$ cat src/rtl/memaccess.sv
// memaccess: MEM-stage load/store unit. It turns the EX/MEM instruction into a
// single data-bus transaction, freezes the upstream pipeline while the bus is
// busy, formats load data for MEM/WB, and reports misaligned accesses and bus
// timeouts as one-cycle pulses.
module memaccess (
    input  logic        clk,
    input  logic        rst_n,
    input  logic        i_valid,
    input  logic [31:0] i_addr,
    input  logic [31:0] i_wdata,
    input  logic        i_memrd,
    input  logic        i_memwr,
    input  logic [1:0]  i_size,
    input  logic        i_sext,
    output logic        o_stall,
    output logic [31:0] o_out,
    output logic        o_misalign,
    output logic        o_buserr,
    output logic        o_mreq,
    output logic        o_mwe,
    output logic [31:0] o_maddr,
    output logic [31:0] o_mwdata,
    output logic [3:0]  o_mbe,
    input  logic        i_mack,
    input  logic [31:0] i_mrdata
);

    typedef enum logic [1:0] {IDLE, REQ, DONE} state_t;

    state_t      state;
    state_t      state_nxt;
    logic        is_mem;
    logic        aligned;
    logic        access;
    logic        timeout;
    logic        store_r;
    logic [7:0]  wdog;

    // Select the addressed lane of the read word and extend it to 32 bits.
    function automatic logic [31:0] fmt_load(input logic [31:0] rdata,
                                             input logic [1:0]  ofs,
                                             input logic [1:0]  size,
                                             input logic        sext);
        logic [7:0]  b;
        logic [15:0] h;
        case (ofs)
            2'b00:   b = rdata[7:0];
            2'b01:   b = rdata[15:8];
            2'b10:   b = rdata[23:16];
            default: b = rdata[31:24];
        endcase
        h = ofs[1] ? rdata[31:16] : rdata[15:0];
        case (size)
            2'b00:   return {{24{sext & b[7]}}, b};
            2'b01:   return {{16{sext & h[15]}}, h};
            default: return rdata;
        endcase
    endfunction

    // Little-endian byte enables for the addressed bytes.
    function automatic logic [3:0] byte_en(input logic [1:0] ofs,
                                           input logic [1:0] size);
        case (size)
            2'b00:   return 4'b0001 << ofs;
            2'b01:   return ofs[1] ? 4'b1100 : 4'b0011;
            default: return 4'b1111;
        endcase
    endfunction

    // Replicate narrow store data across every lane so the byte enables pick it.
    function automatic logic [31:0] store_data(input logic [31:0] wdata,
                                               input logic [1:0]  size);
        case (size)
            2'b00:   return {4{wdata[7:0]}};
            2'b01:   return {2{wdata[15:0]}};
            default: return wdata;
        endcase
    endfunction

    // Decode the request and its alignment; a store wins when both are set.
    always_comb begin
        is_mem  = i_valid & (i_memrd | i_memwr);
        case (i_size)
            2'b00:   aligned = 1'b1;
            2'b01:   aligned = ~i_addr[0];
            default: aligned = (i_addr[1:0] == 2'b00);
        endcase
        access  = is_mem & aligned;
        // An ack in the final watchdog cycle still wins over the abort.
        timeout = (wdog == 8'hFF) & ~i_mack;
    end

    // State register; reset abandons any bus cycle in progress.
    always_ff @(posedge clk or negedge rst_n) begin
        if (!rst_n) state <= IDLE;
        else        state <= state_nxt;
    end

    // Next-state logic: one bus cycle per instruction, DONE releases the stall.
    always_comb begin
        state_nxt = state;
        case (state)
            IDLE:    if (access) state_nxt = REQ;
            REQ:     if (i_mack || timeout) state_nxt = DONE;
            DONE:    state_nxt = IDLE;
            default: state_nxt = IDLE;
        endcase
    end

    // Output logic: the stall must rise in the same cycle the access is seen.
    always_comb begin
        o_stall    = 1'b0;
        o_mreq     = 1'b0;
        o_misalign = 1'b0;
        case (state)
            IDLE: begin
                o_stall    = access & rst_n;
                o_misalign = is_mem & ~aligned & rst_n;
            end
            REQ: begin
                o_stall = 1'b1;
                o_mreq  = 1'b1;
            end
            default: ;
        endcase
        o_mwe   = o_mreq & store_r;
        o_maddr = {i_addr[31:2], 2'b00};
    end

    // Bus attributes latched at REQ entry, watchdog, load result and fault pulse.
    always_ff @(posedge clk or negedge rst_n) begin
        if (!rst_n) begin
            o_mbe    <= 4'b0000;
            o_mwdata <= 32'h0;
            store_r  <= 1'b0;
            wdog     <= 8'h00;
            o_out    <= 32'h0;
            o_buserr <= 1'b0;
        end else begin
            o_buserr <= 1'b0;
            case (state)
                IDLE: begin
                    if (access) begin
                        o_mbe    <= byte_en(i_addr[1:0], i_size);
                        o_mwdata <= store_data(i_wdata, i_size);
                        store_r  <= i_memwr;
                        wdog     <= 8'h00;
                    end
                end
                REQ: begin
                    if (i_mack) begin
                        if (!store_r) o_out <= fmt_load(i_mrdata, i_addr[1:0], i_size, i_sext);
                    end else if (timeout) begin
                        o_buserr <= 1'b1;
                        if (!store_r) o_out <= 32'h0;
                    end else begin
                        wdog <= wdog + 8'd1;
                    end
                end
                default: ;
            endcase
        end
    end

endmodule

$ cat config.mk
export PLATFORM = sky130hd
export DESIGN_NAME = memaccess
export DESIGN_NICKNAME = d
export VERILOG_FILES = /design/src/rtl/memaccess.sv
export SDC_FILE = /design/constraint.sdc
export NUM_CORES = 1
export LEC_CHECK = 0
export ABC_AREA = 1
export CELL_PAD_IN_SITES_DETAIL_PLACEMENT = 0
export CELL_PAD_IN_SITES_GLOBAL_PLACEMENT = 1
export CORE_UTILIZATION = 29
export CTS_CLUSTER_SIZE = 40
export DETAILED_ROUTE_END_ITERATION = 6
export PLACE_DENSITY = 0.9
export SLEW_MARGIN = 30
export SYNTH_ARGS = -nofsm -noshare
export SYNTH_HDL_FRONTEND = slang
export SYNTH_SLANG_ARGS = --single-unit
$ cat constraint.sdc
create_clock -name clk -period 1.77 [get_ports clk]
set_input_delay 0.354 -clock clk [delete_from_list [all_inputs] [get_ports clk]]
set_output_delay 0.354 -clock clk [all_outputs]
set_load 0.03 [all_outputs]
==> metrics.md <==
| Metric | Value |
|---|---|
| Slowest Stage Delay on Critical Path | 430 ps |
| YS warnings | 0 |
| Crit path required time | 1420 ps |
| Die Height | 127 um |
| Worst reg2reg startpoint | wdog[0] |
| Fmax | 563 MHz |
| Post-Synth Simple-Gate Area | 0.317 |
| Hold Fails Final Rpt | 0 |
| Failing checks | negative setup slack |
| Post-synth EDFFs | 0 |
| H-Tree Depth | 3 |
| Multi-input logic area | 1960 um2 |
| Register clock-pin slew on the reported worst setup and hold paths | 60 ps |
| Startpoint Class | flop |
| Die X | 127 um |
| WP data arrival | 1420 ps |
| Most common cell in the netlist | nand2_1 |
| Pin count of the biggest net entering global routing | 80 |
| Max clock buf depth | 2 |
| First-pass GRT wire length | 21.4 mm |
| WL/cell | 14.6 um |
| Final setup viols | 2 |
| Clock Sinks | 80 |
| Initial core utilization | 0.297 |
| Dominant cell type by area after synthesis | dfrtp_1 |
| VDD IR-drop max | 0.453 mV |
| CTS tree | built |
| Area fraction of the dominant cell type after synthesis | 0.445 |
| Min-Delay Path Class | in -> async |
| Number of I/O port buffers | 147 |
| Routed Antenna Nets | 0 |
| Site Rows | 45 |
| Multiplexer share of the synthesized area | 0 |
| Synth Area in Compound Gates | 0.0999 |
| Grt ovf | 0 |
| GPL Wtd Cong | 0.856 |
| Final worst slack | -5.75 ps |
| Initial antenna violation count | 1 |
| CP Capture Point | o_misalign |
| Die ar. | 16,000 um2 |
| Minimum clock period | 1780 ps |
| Power per standard cell area | 1350 nW/um2 |
| Async SR Flop Fraction | 1.00 |
| All-Layer GR Usage | 0.173 |
| Syn-to-layout area delta | 45.5% |
| Area after DPL | 6080 um2 |
| CP Capture Type | output port |
| Core ar. | 15,100 um2 |
| Max cap viols | 0 |
| Vias in the first global route | 4,051 |
| Largest family of logic cells by synthesized area | simple AND/OR/NAND/NOR gates |
| #FFs+latches synth | 80 |
| Drt first pass iters | 4 |
| Final Non-Filler Cells | 945 |
| Ranking of synthesized cells by area | dfrtp_1 45%, nand2_1 21%, buf_4 5.7% |
| Finished Cell Area | 6550 um2 |
| 1st-iter DRT viols | 298 |
| Unique cell type count in the Yosys netlist | 30 |
| Filler cell count | 1,502 |
| Dpl cells | 924 |
| Post-synth top cells | 247 x nand2_1, 80 x dfrtp_1, 55 x nor2_1, 38 x inv_1, 34 x buf_4 |
| Critical Path Source | state[1] |
| TritonCTS Buffers | 9 |
| RSZ-0062 raised after global routing | yes |
| Nets | 858 |
| Avg Inst Size Synth | 7.30 um2 |
| Residual DRC count | 0 |
| Synth Instances | 616 |
| Post-synthesis cell area | 4500 um2 |
| CP Class | reg -> out |
| Detailed-route via count | 4,303 |
| R2r setup slk | 180 ps |
| Clock Latency Late Sink | 340 ps |
| XOR/XNOR Fraction of Synth Area | 0.00584 |
| Seq/Total Area, Yosys | 0.445 |
| Clock skew | 6.31 ps |
| Slew Viols, Final | 0 |
| R2R cell count | 9 |
| Worst path slowest cell | dfrtp_1 |
| Fin crit share | 1.00 |
| WL final | 13.8 mm |
| Adder-cell share of the synthesized area | 0.00278 |
| ANT cells | 0 |
| Layout cells sized above 1 | 0.111 |
| R2R Path End | o_out[25] |
| Root buf cell | clkbuf_16 |
| Detailed placer's ending HPWL | 10.1 mm |
| Ports | 210 |
| FF/Latch Area | 2000 um2 |
| Vias/cell | 4.55 |
| Leak | 3.33 nW |
| Ys flop type | dfrtp_1 |
| Post-route setup TNS | -10.4 ps |
| Critical path peak fanout | 3 |
| Crit path cell chain | inv_2 -> nand3_4 -> nor2_4 -> nand2_1 -> nor2_2 -> buf_12 |
| Status | finished, violations left |
[critical path, delay by kind of cell (launching register included)]
| kind | cells | cell delay, ps |
|---|---|---|
| buffers and inverters | 2 | 240 |
| DFF | 1 | 430 |
| and+or+nand+nor | 4 | 420 |
[logic make-up (layout without fill, tap and decap cells)]
kind of cell               count (synthesis)  count (layout)
and+or+nand+nor                          349             349
AOI/OAI and AO/OA                         83              83
buffers and inverters                     99             239
DFF                                       80              80
other                                      1               2
xor gates and xnor gates                   3               3
adders and majority gates                  1               1
[placed cells by master (no fill, tap or decap), types with 6 or more instances in the layout]
cell type / n
nand2_1: 244
clkdlybuf4s50_1: 124
dfrtp_1: 80
nor2_1: 51
inv_1: 34
nand3_1: 32
a21oi_1: 31
buf_4: 30
o21ai_0: 26
o21ai_1: 14
dlymetal6s2s_1: 11
clkbuf_16: 9
nand2_2: 7
o22ai_1: 7
buf_12: 7
inv_2: 6
dlygate4sd2_1: 6
[stage by stage]
step	total power [mW]	worst slack [ps]	hold slack, ps	util
2_1_floorplan	4.94	14.6	58.4	-
3_3_place_gp	6.55	-155	176	0.401
3_5_place_dp	6.59	-162	174	0.401
4_1_cts	8.92	-33.6	130	0.428
5_1_grt	9.31	-63.3	144	0.432
6_report	8.85	-5.75	117	0.432
[repair_timing]
| item | in CTS | in global routing |
|---|---|---|
| resized for setup | 17 | 15 |
| pin swaps | 7 | 5 |
| endpoints found under the hold margin | 1 | 0 |
| endpoints found under the setup margin | 6 | 20 |
| buffers inserted | 2 | 2 |
| hold buffers | 1 | 0 |
[where the power goes]
part	internal [mW]	total [mW]	switching [mW]
registers	2.44	2.79	0.345
clock network	1.56	2.31	0.748
logic	1.54	3.75	2.22
[worst min path at each step]
| stage | slack [ps] | cells past startpoint | to |
|---|---|---|---|
| CTS | 130 | 2 | o_out[28] |
| global placement | 180 | 1 | store_r |
| finish | 120 | 2 | o_out[16] |
| detailed placement | 170 | 1 | store_r |
| floorplan | 60 | 0 | o_buserr |
| global route | 140 | 2 | o_out[28] |
[registers in the layout (all words and copies together) (netlist names)]
name	count
o_mwdata	32
o_out	32
wdog	8
o_mbe	4
state	2
o_buserr	1
store_r	1
[routing by layer]
layer  vias to the layer above  GRT usage  wire (um)
met2                       136      0.272       6340
met3                        23     0.0396        821
met5                         -          0         13
met1                      1966      0.229       6300
met4                         2     0.0737        289
li1                       2176          -          -
[area by class of cell]
type / count / area share
clock buffer: 11 / 0.0371
clock inverter: 5 / 0.0195
multi-input combinational: 438 / 0.299
tap: 188 / 0.0359
sequential: 80 / 0.306
inverter: 42 / 0.0241
timing repair buffer: 181 / 0.279
No activity file was read; power rests on OpenSTA's default activity.
